===== config.mk =====
export PLATFORM = sky130hd
export DESIGN_NAME = serial_rx_controller
export DESIGN_NICKNAME = d
export VERILOG_FILES = /design/src/rtl/serial_rx_controller.sv
export SDC_FILE = /design/constraint.sdc
export NUM_CORES = 1
export LEC_CHECK = 0
export BUFFER_PORTS_ARGS = -buffer_cell sky130_fd_sc_hd__buf_2
export CAP_MARGIN = 20
export CORE_UTILIZATION = 50
export CTS_CLUSTER_DIAMETER = 30
export DETAILED_ROUTE_END_ITERATION = 12
export GPL_TIMING_DRIVEN = 0
export PLACE_DENSITY_LB_ADDON = 0.05
export SKIP_LAST_GASP = 1
export SLEW_MARGIN = 10
export SYNTH_ARGS = -nofsm -noshare
export SYNTH_HDL_FRONTEND = slang
export SYNTH_SLANG_ARGS = --single-unit

===== constraint.sdc =====
create_clock -name clk -period 2.65 [get_ports clk]
set_input_delay 0.265 -clock clk [delete_from_list [all_inputs] [get_ports clk]]
set_output_delay 0.265 -clock clk [all_outputs]
set_load 0.03 [all_outputs]

===== src/rtl/serial_rx_controller.sv =====
// serial_rx_controller
// Receive-side frame sequencer for a single-wire serial line. It finds the
// start bit and samples WIDTH data bits (LSB first) at bit-centre into a
// right-shift capture register, then checks the stop bit. A finished word is
// handed to a one-deep holding register with a valid/ready handshake.
// frame_err and overrun are one-cycle registered pulses.
module serial_rx_controller #(
  parameter int WIDTH        = 4,
  parameter int CLKS_PER_BIT = 1
) (
  input  logic             clk,
  input  logic             reset_n,
  input  logic             enable,
  input  logic             serial_in,
  output logic [WIDTH-1:0] data_out,
  output logic             out_valid,
  input  logic             out_ready,
  output logic             busy,
  output logic             frame_err,
  output logic             overrun
);

  // HALF is the offset from a bit boundary to its centre sample.
  localparam int HALF = (CLKS_PER_BIT - 1) / 2;
  localparam int CW   = (CLKS_PER_BIT > 1) ? $clog2(CLKS_PER_BIT) : 1;
  localparam int IW   = (WIDTH > 1) ? $clog2(WIDTH) : 1;

  localparam logic [CW-1:0] CNT_ZERO  = CW'(0);
  localparam logic [CW-1:0] CNT_ONE   = CW'(1);
  localparam logic [CW-1:0] BIT_LAST  = CW'(CLKS_PER_BIT - 1);
  // With HALF=0 the start-bit sample coincides with the IDLE detection cycle.
  localparam logic [CW-1:0] HALF_LAST = CW'((HALF > 0) ? (HALF - 1) : 0);
  localparam logic [IW-1:0] IDX_ZERO  = IW'(0);
  localparam logic [IW-1:0] IDX_ONE   = IW'(1);
  localparam logic [IW-1:0] IDX_LAST  = IW'(WIDTH - 1);

  typedef enum logic [2:0] {
    ST_IDLE      = 3'd0,
    ST_START     = 3'd1,
    ST_DATA      = 3'd2,
    ST_STOP      = 3'd3,
    ST_WAIT_HIGH = 3'd4
  } state_t;

  state_t           state_q, state_d;
  logic [CW-1:0]    cnt_q, cnt_d;
  logic [IW-1:0]    idx_q, idx_d;
  logic [WIDTH-1:0] shreg_q, shreg_d;
  logic [WIDTH-1:0] data_out_q, data_out_d;
  logic             out_valid_q, out_valid_d;
  logic             busy_q, busy_d;
  logic             frame_err_q, frame_err_d;
  logic             overrun_q, overrun_d;
  logic             word_done_s;

  // Right shift with the new sample entering the MSB; safe for WIDTH=1.
  function automatic logic [WIDTH-1:0] shift_in(input logic [WIDTH-1:0] cur,
                                                input logic bit_in);
    logic [WIDTH-1:0] res;
    res = cur >> 1;
    res[WIDTH-1] = bit_in;
    return res;
  endfunction

  // Frame sequencing: next state, bit-period counter, bit index and capture.
  always_comb begin
    state_d     = state_q;
    cnt_d       = cnt_q;
    idx_d       = idx_q;
    shreg_d     = shreg_q;
    word_done_s = 1'b0;
    frame_err_d = 1'b0;
    if (!enable) begin
      // Disabled: abandon any partial frame without raising flags.
      state_d = ST_IDLE;
      cnt_d   = CNT_ZERO;
      idx_d   = IDX_ZERO;
      shreg_d = {WIDTH{1'b0}};
    end else begin
      case (state_q)
        ST_IDLE: begin
          if (!serial_in) begin
            cnt_d = CNT_ZERO;
            idx_d = IDX_ZERO;
            if (HALF == 0) begin
              state_d = ST_DATA;
            end else begin
              state_d = ST_START;
            end
          end else begin
            state_d = ST_IDLE;
          end
        end
        ST_START: begin
          if (cnt_q == HALF_LAST) begin
            cnt_d = CNT_ZERO;
            if (!serial_in) begin
              state_d = ST_DATA;
            end else begin
              state_d = ST_IDLE;
            end
          end else begin
            cnt_d = cnt_q + CNT_ONE;
          end
        end
        ST_DATA: begin
          if (cnt_q == BIT_LAST) begin
            cnt_d   = CNT_ZERO;
            shreg_d = shift_in(shreg_q, serial_in);
            if (idx_q == IDX_LAST) begin
              idx_d   = IDX_ZERO;
              state_d = ST_STOP;
            end else begin
              idx_d = idx_q + IDX_ONE;
            end
          end else begin
            cnt_d = cnt_q + CNT_ONE;
          end
        end
        ST_STOP: begin
          if (cnt_q == BIT_LAST) begin
            cnt_d = CNT_ZERO;
            if (serial_in) begin
              word_done_s = 1'b1;
              state_d     = ST_IDLE;
            end else begin
              frame_err_d = 1'b1;
              state_d     = ST_WAIT_HIGH;
            end
          end else begin
            cnt_d = cnt_q + CNT_ONE;
          end
        end
        ST_WAIT_HIGH: begin
          // A stuck-low line must not be mistaken for a new start bit.
          if (serial_in) begin
            state_d = ST_IDLE;
          end else begin
            state_d = ST_WAIT_HIGH;
          end
        end
        default: begin
          state_d = ST_IDLE;
          cnt_d   = CNT_ZERO;
          idx_d   = IDX_ZERO;
        end
      endcase
    end
    busy_d = (state_d != ST_IDLE);
  end

  // Holding register and handshake; a word arriving while full is dropped.
  always_comb begin
    out_valid_d = out_valid_q;
    data_out_d  = data_out_q;
    overrun_d   = 1'b0;
    if (word_done_s) begin
      if (!out_valid_q || out_ready) begin
        out_valid_d = 1'b1;
        data_out_d  = shreg_q;
      end else begin
        overrun_d = 1'b1;
      end
    end else if (out_valid_q && out_ready) begin
      out_valid_d = 1'b0;
    end else begin
      out_valid_d = out_valid_q;
    end
  end

  // State, counters and all output registers.
  always_ff @(posedge clk or negedge reset_n) begin
    if (!reset_n) begin
      state_q     <= ST_IDLE;
      cnt_q       <= CNT_ZERO;
      idx_q       <= IDX_ZERO;
      shreg_q     <= {WIDTH{1'b0}};
      data_out_q  <= {WIDTH{1'b0}};
      out_valid_q <= 1'b0;
      busy_q      <= 1'b0;
      frame_err_q <= 1'b0;
      overrun_q   <= 1'b0;
    end else begin
      state_q     <= state_d;
      cnt_q       <= cnt_d;
      idx_q       <= idx_d;
      shreg_q     <= shreg_d;
      data_out_q  <= data_out_d;
      out_valid_q <= out_valid_d;
      busy_q      <= busy_d;
      frame_err_q <= frame_err_d;
      overrun_q   <= overrun_d;
    end
  end

  assign data_out  = data_out_q;
  assign out_valid = out_valid_q;
  assign busy      = busy_q;
  assign frame_err = frame_err_q;
  assign overrun   = overrun_q;

endmodule


==> results_dict.tcl, run 1 <==
set metrics [dict create \
    r2r_setup_slack_ns 1.38 \
    p_total_uw 437.4 \
    die_w_um 40 \
    cellInternalPower_uw 334.1 \
    grt_pass1_wl_mm 1.662 \
    num-nets-final 78 \
    drc 0 \
    min_from "serial_in" \
    cts-htree-levels 1 \
    syn_nets 60 \
    holdPathEnd "state_q[2]$_DFF_PN0_" \
    rsz0062_at_grt "no" \
    rr_endpoint "shreg_q[3]$_DFFE_PN0P_" \
    rr_startpoint "state_q[2]$_DFF_PN0_" \
    path_delay_family "flip-flops" \
    sw_frac_of_total_pct 23.62 \
    n_fill_cell 102 \
    overflow 0 \
    synth_mux_area_share_pct 14.56 \
    crit_type "reg2reg" \
    slowest_delay_ns 0.48 \
    powerDensity_nw_per_um2 521.8 \
    cts_tree "built" \
    crit_slowest_cell "dfrtp_1" \
    cts.path.max_buffers 2 \
    vdd_drop_max_mv 0.3330 \
    die_y_um 40 \
    start_kind "flip-flop" \
    r2r_cells 3 \
    path_cells "nor3b_2 -> mux2i_1 -> nor2_1" \
    p_comb_share_pct 7.8 \
    root_buffer "clkbuf_4" \
    clk_latency_ns 0.28 \
    p_sw_uw 103.3 \
    worst_pin_slew_ns 0.4055 \
    min_period_ns 1.272 \
    outcome "complete, no violations" \
    cts_buffers 3 \
    p_seq_share_pct 61.3 \
    cts.sinks 17 \
    setup_viol 0 \
    portBuffers 12 \
    fmax_mhz 785.9 \
    ios 13 \
    p_leak_uw 0.0004489 \
    whs_path_depth 2 \
    num_vias 448 \
    clock_skew_ns 0.002846 \
    hold_viol 0 \
    initial_core_util_pct 54.80 \
    cp.depth 3 \
    drive_above_1_share_pct 36.62 \
    globalplace.congestion 0.6334 \
    vias_per_cell 5.209 \
    synth_top_family_by_area "simple AND/OR/NAND/NOR gates" \
    grt_max_degree 18 \
    tns_ns 0 \
    critPathCaptureType "flip-flop" \
    first_global_vias 407 \
    ctsResizeCount 0 \
    antenna_found_initial 0 \
    synth-xor-area-share_pct 0 \
    clk_pin_slew_ns 0.10 \
    layout_commonest_cell "dfrtp_1" \
    drt_iter0_drc 12 \
    fin_crit_sh_pct 48.02 \
    seq_area_frac_synth_pct 58.93 \
    rows 13 \
    slew_viol_final 0 \
    die_area_um2 1600 \
    wl_per_cell_um 12.62 \
    ant_nets 0 \
    core_um2 1318 \
    dr.pass1.iters 4 \
    arrival_ns 1.45 \
    synthCells 54 \
    p_clk_share_pct 31.0 \
    synth_cell_type_count 21 \
    slew_headroom_pct 72.85 \
    synth-compound-area-share_pct 5.719 \
    cp_max_fo 5 \
    synthSimpleGateAreaFrac_pct 18.02 \
    final_core_util_pct 63.63 \
    routed_wl_mm 1.085 \
    area_growth_pct 16.12 \
    synth_warnings 0 \
    grt_use_total_pct 16.59 \
    synth_fa_ha_area_share_pct 1.733 \
    required_ns 2.82 \
    layout_common_cells "dfrtp_1, buf_2, nor2_1" \
    cp_num_buf_inv 0 \
    hp-class "in2reg" \
    n_antenna_cell 0 \
    maxCapViolations 0 \
    avgSynthCellArea_um2 13.37 \
    synth_seq_cells 17 \
    syn_area_um2 721.9 \
    whs_ns 0.2521 \
]
## power by group through the flow
| stage | sequential (uW) | combinational (uW) | clock (uW) |
|---|---|---|---|
| finish | 268 | 34.0 | 135 |
| global route | 269 | 38.0 | 155 |
| CTS | 268 | 34.6 | 140 |
| detailed placement | 273 | 33.4 | 0 |
| global placement | 273 | 32.7 | 0 |
| floorplan | 275 | 17.0 | 0 |
## flip-flops by register name (all words and copies together) (netlist names)
name / cells
busy: 1
data_out: 4
frame_err: 1
idx_q: 2
out_valid: 1
overrun: 1
shreg_q: 4
state_q: 3
## metrics by stage
step	cells	instance area, um2	worst slack [ns]
floorplan	54	721.9	1.407
global placement	81	800.8	1.397
detailed placement	81	800.8	1.388
CTS	86	838.3	1.367
global route	86	838.3	1.279
finish	86	838.3	1.378
## cell families after synthesis
logic type | count (synthesis)
buffers and inverters | 2
AO/OA/AOI/OAI | 5
multiplexers | 10
adder cells (fa/ha/maj) | 1
AND/OR/NAND/NOR | 19
flip-flops | 17
## area by class of cell
cell class | instances | area (um2) | area share (%)
Timing Repair Buffer | 13 | 70.07 | 8.358
Sequential cell | 17 | 425.4 | 50.75
Multi-Input combinational cell | 35 | 289.0 | 34.48
Clock buffer | 3 | 22.52 | 2.687
Clock inverter | 1 | 5.005 | 0.5970
Inverter | 2 | 7.507 | 0.8955
Tap cell | 15 | 18.77 | 2.239
## metal layers
metal / vias to the layer above / part of all wire (%) / GRT usage [%]
met3: 2 / 2.2 / 5.000
li1: 228 / - / -
met1: 213 / 49 / 19.93
met5: - / 0 / 0
met4: 0 / 0.74 / 10.34
met2: 5 / 48 / 25.81
## what timing repair did
action | in CTS | in global routing
buffers inserted | 0 | 0
hold buffers | 1 | 0
endpoints found under the hold margin | 17 | 0
setup endpoints to repair | 0 | 0
## cells in the mapped netlist
| master | n | share of area [%] |
|---|---|---|
| nand3_1 | 1 | 0.69 |
| nand4_4 | 1 | 2.9 |
| o32ai_1 | 1 | 1.2 |
| mux2_2 | 4 | 6.2 |
| nor3b_2 | 1 | 1.7 |
| nand2b_1 | 1 | 0.87 |
| and2_4 | 1 | 1.2 |
| nor3_1 | 1 | 0.69 |
| mux2i_1 | 6 | 8.3 |
| ha_1 | 1 | 1.7 |
| dfrtp_1 | 17 | 59 |
| and3b_2 | 1 | 1.4 |
| a32o_1 | 2 | 2.8 |
| and3_2 | 1 | 1.0 |
| inv_1 | 2 | 1.0 |
| and2_1 | 1 | 0.87 |
| nor2b_4 | 1 | 1.9 |
| nor2_1 | 8 | 4.2 |
| o21ai_0 | 1 | 0.69 |
| o21bai_1 | 1 | 1.0 |
| nand2_1 | 1 | 0.52 |
## worst max-delay path by stage
stage	from	to
detailed placement	state_q[2]$_DFF_PN0_	shreg_q[1]$_DFFE_PN0P_
global route	state_q[2]$_DFF_PN0_	shreg_q[2]$_DFFE_PN0P_
global placement	state_q[2]$_DFF_PN0_	shreg_q[3]$_DFFE_PN0P_
finish	state_q[2]$_DFF_PN0_	shreg_q[3]$_DFFE_PN0P_
CTS	state_q[2]$_DFF_PN0_	shreg_q[3]$_DFFE_PN0P_
floorplan	out_valid$_DFFE_PN0P_	data_out[0]$_DFFE_PN0P_
(Power assumes the default switching activity.)
==> inputs of run 2 (changes only) <==
--- a/config.mk
+++ b/config.mk
@@ -7,7 +7,7 @@
 export LEC_CHECK = 0
 export BUFFER_PORTS_ARGS = -buffer_cell sky130_fd_sc_hd__buf_2
 export CAP_MARGIN = 20
-export CORE_UTILIZATION = 50
+export CORE_UTILIZATION = 46
 export CTS_CLUSTER_DIAMETER = 30
 export DETAILED_ROUTE_END_ITERATION = 12
 export GPL_TIMING_DRIVEN = 0
==> constraint.sdc (replaced) <==
create_clock -name clk -period 1.1 [get_ports clk]
set_input_delay 0.11 -clock clk [delete_from_list [all_inputs] [get_ports clk]]
set_output_delay 0.11 -clock clk [all_outputs]
set_load 0.03 [all_outputs]
==> results_dict.tcl, run 2 (synthesis results as in run 1) <==
set metrics [dict create \
    final_core_util_pct 64.43 \
    outcome "complete, but fails checks" \
    num_vias 471 \
    first_global_vias 464 \
    tns_ns -1.018 \
    violations "negative setup slack" \
    p_seq_share_pct 61.2 \
    sw_frac_of_total_pct 22.45 \
    routed_wl_mm 1.093 \
    rsz0062_at_grt "yes" \
    whs_path_depth 2 \
    p_sw_uw 237.3 \
    grt_pass1_wl_mm 2.001 \
    slowest_delay_ns 0.45 \
    setup_viol 12 \
    powerDensity_nw_per_um2 1187 \
    crit_slowest_cell "dfrtp_2" \
    clk_latency_ns 0.28 \
    holdPathEnd "state_q[2]$_DFF_PN0_" \
    r2r_setup_slack_ns -0.13 \
    cp_max_fo 6 \
    cts.sinks 17 \
    overflow 0 \
    dr.pass1.iters 4 \
    drive_above_1_share_pct 45.33 \
    cts-htree-levels 1 \
    root_buffer "clkbuf_4" \
    setup_slack_ns -0.1256 \
    min_from "serial_in" \
    n_antenna_cell 0 \
    required_ns 1.26 \
    grt_max_degree 18 \
    dpl_cell_area_um2 817.0 \
    portBuffers 12 \
    slew_headroom_pct 75.47 \
    min_period_ns 1.226 \
    n_fill_cell 105 \
    slew_viol_final 0 \
    cts_tree "built" \
    fmax_mhz 815.9 \
    ant_nets 0 \
    r2r_cells 3 \
    antenna_found_initial 0 \
    drc 0 \
    die_w_um 41.62 \
    fin_area_um2 890.9 \
    grt_use_total_pct 14.63 \
    worst_pin_slew_ns 0.3679 \
    maxCapViolations 0 \
    p_comb_share_pct 8.8 \
    ios 13 \
    cts_buffers 3 \
    drt_iter0_drc 5 \
    multi_input_area_um2 305.3 \
    globalplace.congestion 0.7549 \
    hold_viol 0 \
    startpoint "state_q[0]$_DFF_PN0_" \
    clock_skew_ns 0.007785 \
    crit_type "reg2reg" \
    die_y_um 41.62 \
    arrival_ns 1.39 \
    fin_crit_sh_pct 111.4 \
    hp-class "in2reg" \
    cts.path.max_buffers 2 \
    rr_startpoint "state_q[0]$_DFF_PN0_" \
    layout_common_cells "dfrtp_1, buf_2, nor2_1" \
    clk_pin_slew_ns 0.10 \
    p_clk_share_pct 30.1 \
    num-nets-final 82 \
    p_leak_uw 0.0004697 \
    critPathCaptureType "flip-flop" \
    rows 13 \
    die_area_um2 1732 \
    vias_per_cell 5.233 \
    layout_commonest_cell "dfrtp_1" \
    rr_endpoint "data_out[3]$_DFFE_PN0P_" \
    core_um2 1383 \
    cellInternalPower_uw 819.7 \
    wl_per_cell_um 12.14 \
    start_kind "flip-flop" \
    ff_latch_area_um2 429.2 \
    path_cells "and2_4 -> nand4_4 -> mux2_2" \
    initial_core_util_pct 52.22 \
    area_growth_pct 23.40 \
    vdd_drop_max_mv 0.7949 \
]
run 2: cell types whose count changed in the layout (fill, tap and decap cells not counted):
| cell | previous run | this run |
|---|---|---|
| dfrtp_2 | 0 | 3 |
| clkinv_2 | 1 | 0 |
| dfrtp_1 | 17 | 14 |
| clkbuf_1 | 0 | 1 |
| nand2b_1 | 1 | 0 |
| buf_6 | 0 | 1 |
| and2_1 | 1 | 0 |
| nor3b_4 | 0 | 1 |
| buf_4 | 0 | 3 |
| nand2b_4 | 0 | 1 |
| nor3b_2 | 1 | 0 |
| and2_4 | 1 | 2 |
run 2: layout make-up:
type                       count  share of cell area (%)
clock buffer                   4                   2.949
inverter                       2                  0.8427
multi-input combinational     35                   34.27
sequential                    17                   48.17
tap                           15                   2.107
timing repair buffer          17                   11.66
run 2: stage by stage:
step | worst slack [ns] | cells | hold slack (ns) | power (uW)
CTS | -0.1231 | 88 | 0.08687 | 1069
finish | -0.1256 | 90 | 0.1029 | 1057
floorplan | -0.04349 | 54 | -0.1856 | 706.7
global placement | -0.1175 | 81 | 0.04762 | 741.0
detailed placement | -0.1279 | 81 | 0.04820 | 741.6
global route | -0.1592 | 90 | 0.08666 | 1121
run 2: power by group through the flow:
stage / clock [uW] / sequential (uW) / combinational [uW]
floorplan: 0 / 662 / 44.2
global placement: 0 / 659 / 82.4
detailed placement: 0 / 659 / 82.1
CTS: 332 / 647 / 89.8
global route: 368 / 649 / 104
finish: 318 / 647 / 92.8
run 2: worst max-delay path by stage:
stage | endpoint | slack (ns) | depth (start not counted)
2_1_floorplan | data_out[0]$_DFFE_PN0P_ | -0.04 | 3
3_3_place_gp | data_out[3]$_DFFE_PN0P_ | -0.12 | 3
3_5_place_dp | data_out[3]$_DFFE_PN0P_ | -0.13 | 3
4_1_cts | data_out[3]$_DFFE_PN0P_ | -0.12 | 3
5_1_grt | data_out[2]$_DFFE_PN0P_ | -0.16 | 3
6_report | data_out[3]$_DFFE_PN0P_ | -0.13 | 3
run 2: timing repair:
action | CTS | global route
buffers inserted | 2 | 2
cloned | 0 | 0
hold endpoints to repair | 17 | 0
resized for setup | 2 | 1
hold buffers | 1 | 0
pin swaps | 4 | 3
setup endpoints to repair | 11 | 13
run 2: metal layers:
layer / GRT usage [%] / share of wire, % / vias up
met4: 1.935 / 0 / 0
met2: 23.44 / 47 / 13
li1: - / - / 235
met5: 0 / 0 / -
met1: 20.29 / 49 / 223
met3: 4.348 / 3.7 / 0
run 2: critical path, delay by kind of cell, from the launching register on:
| family | cells | cell delay [ns] |
|---|---|---|
| muxes | 1 | 0.35 |
| DFF | 1 | 0.45 |
| and+or+nand+nor | 2 | 0.31 |
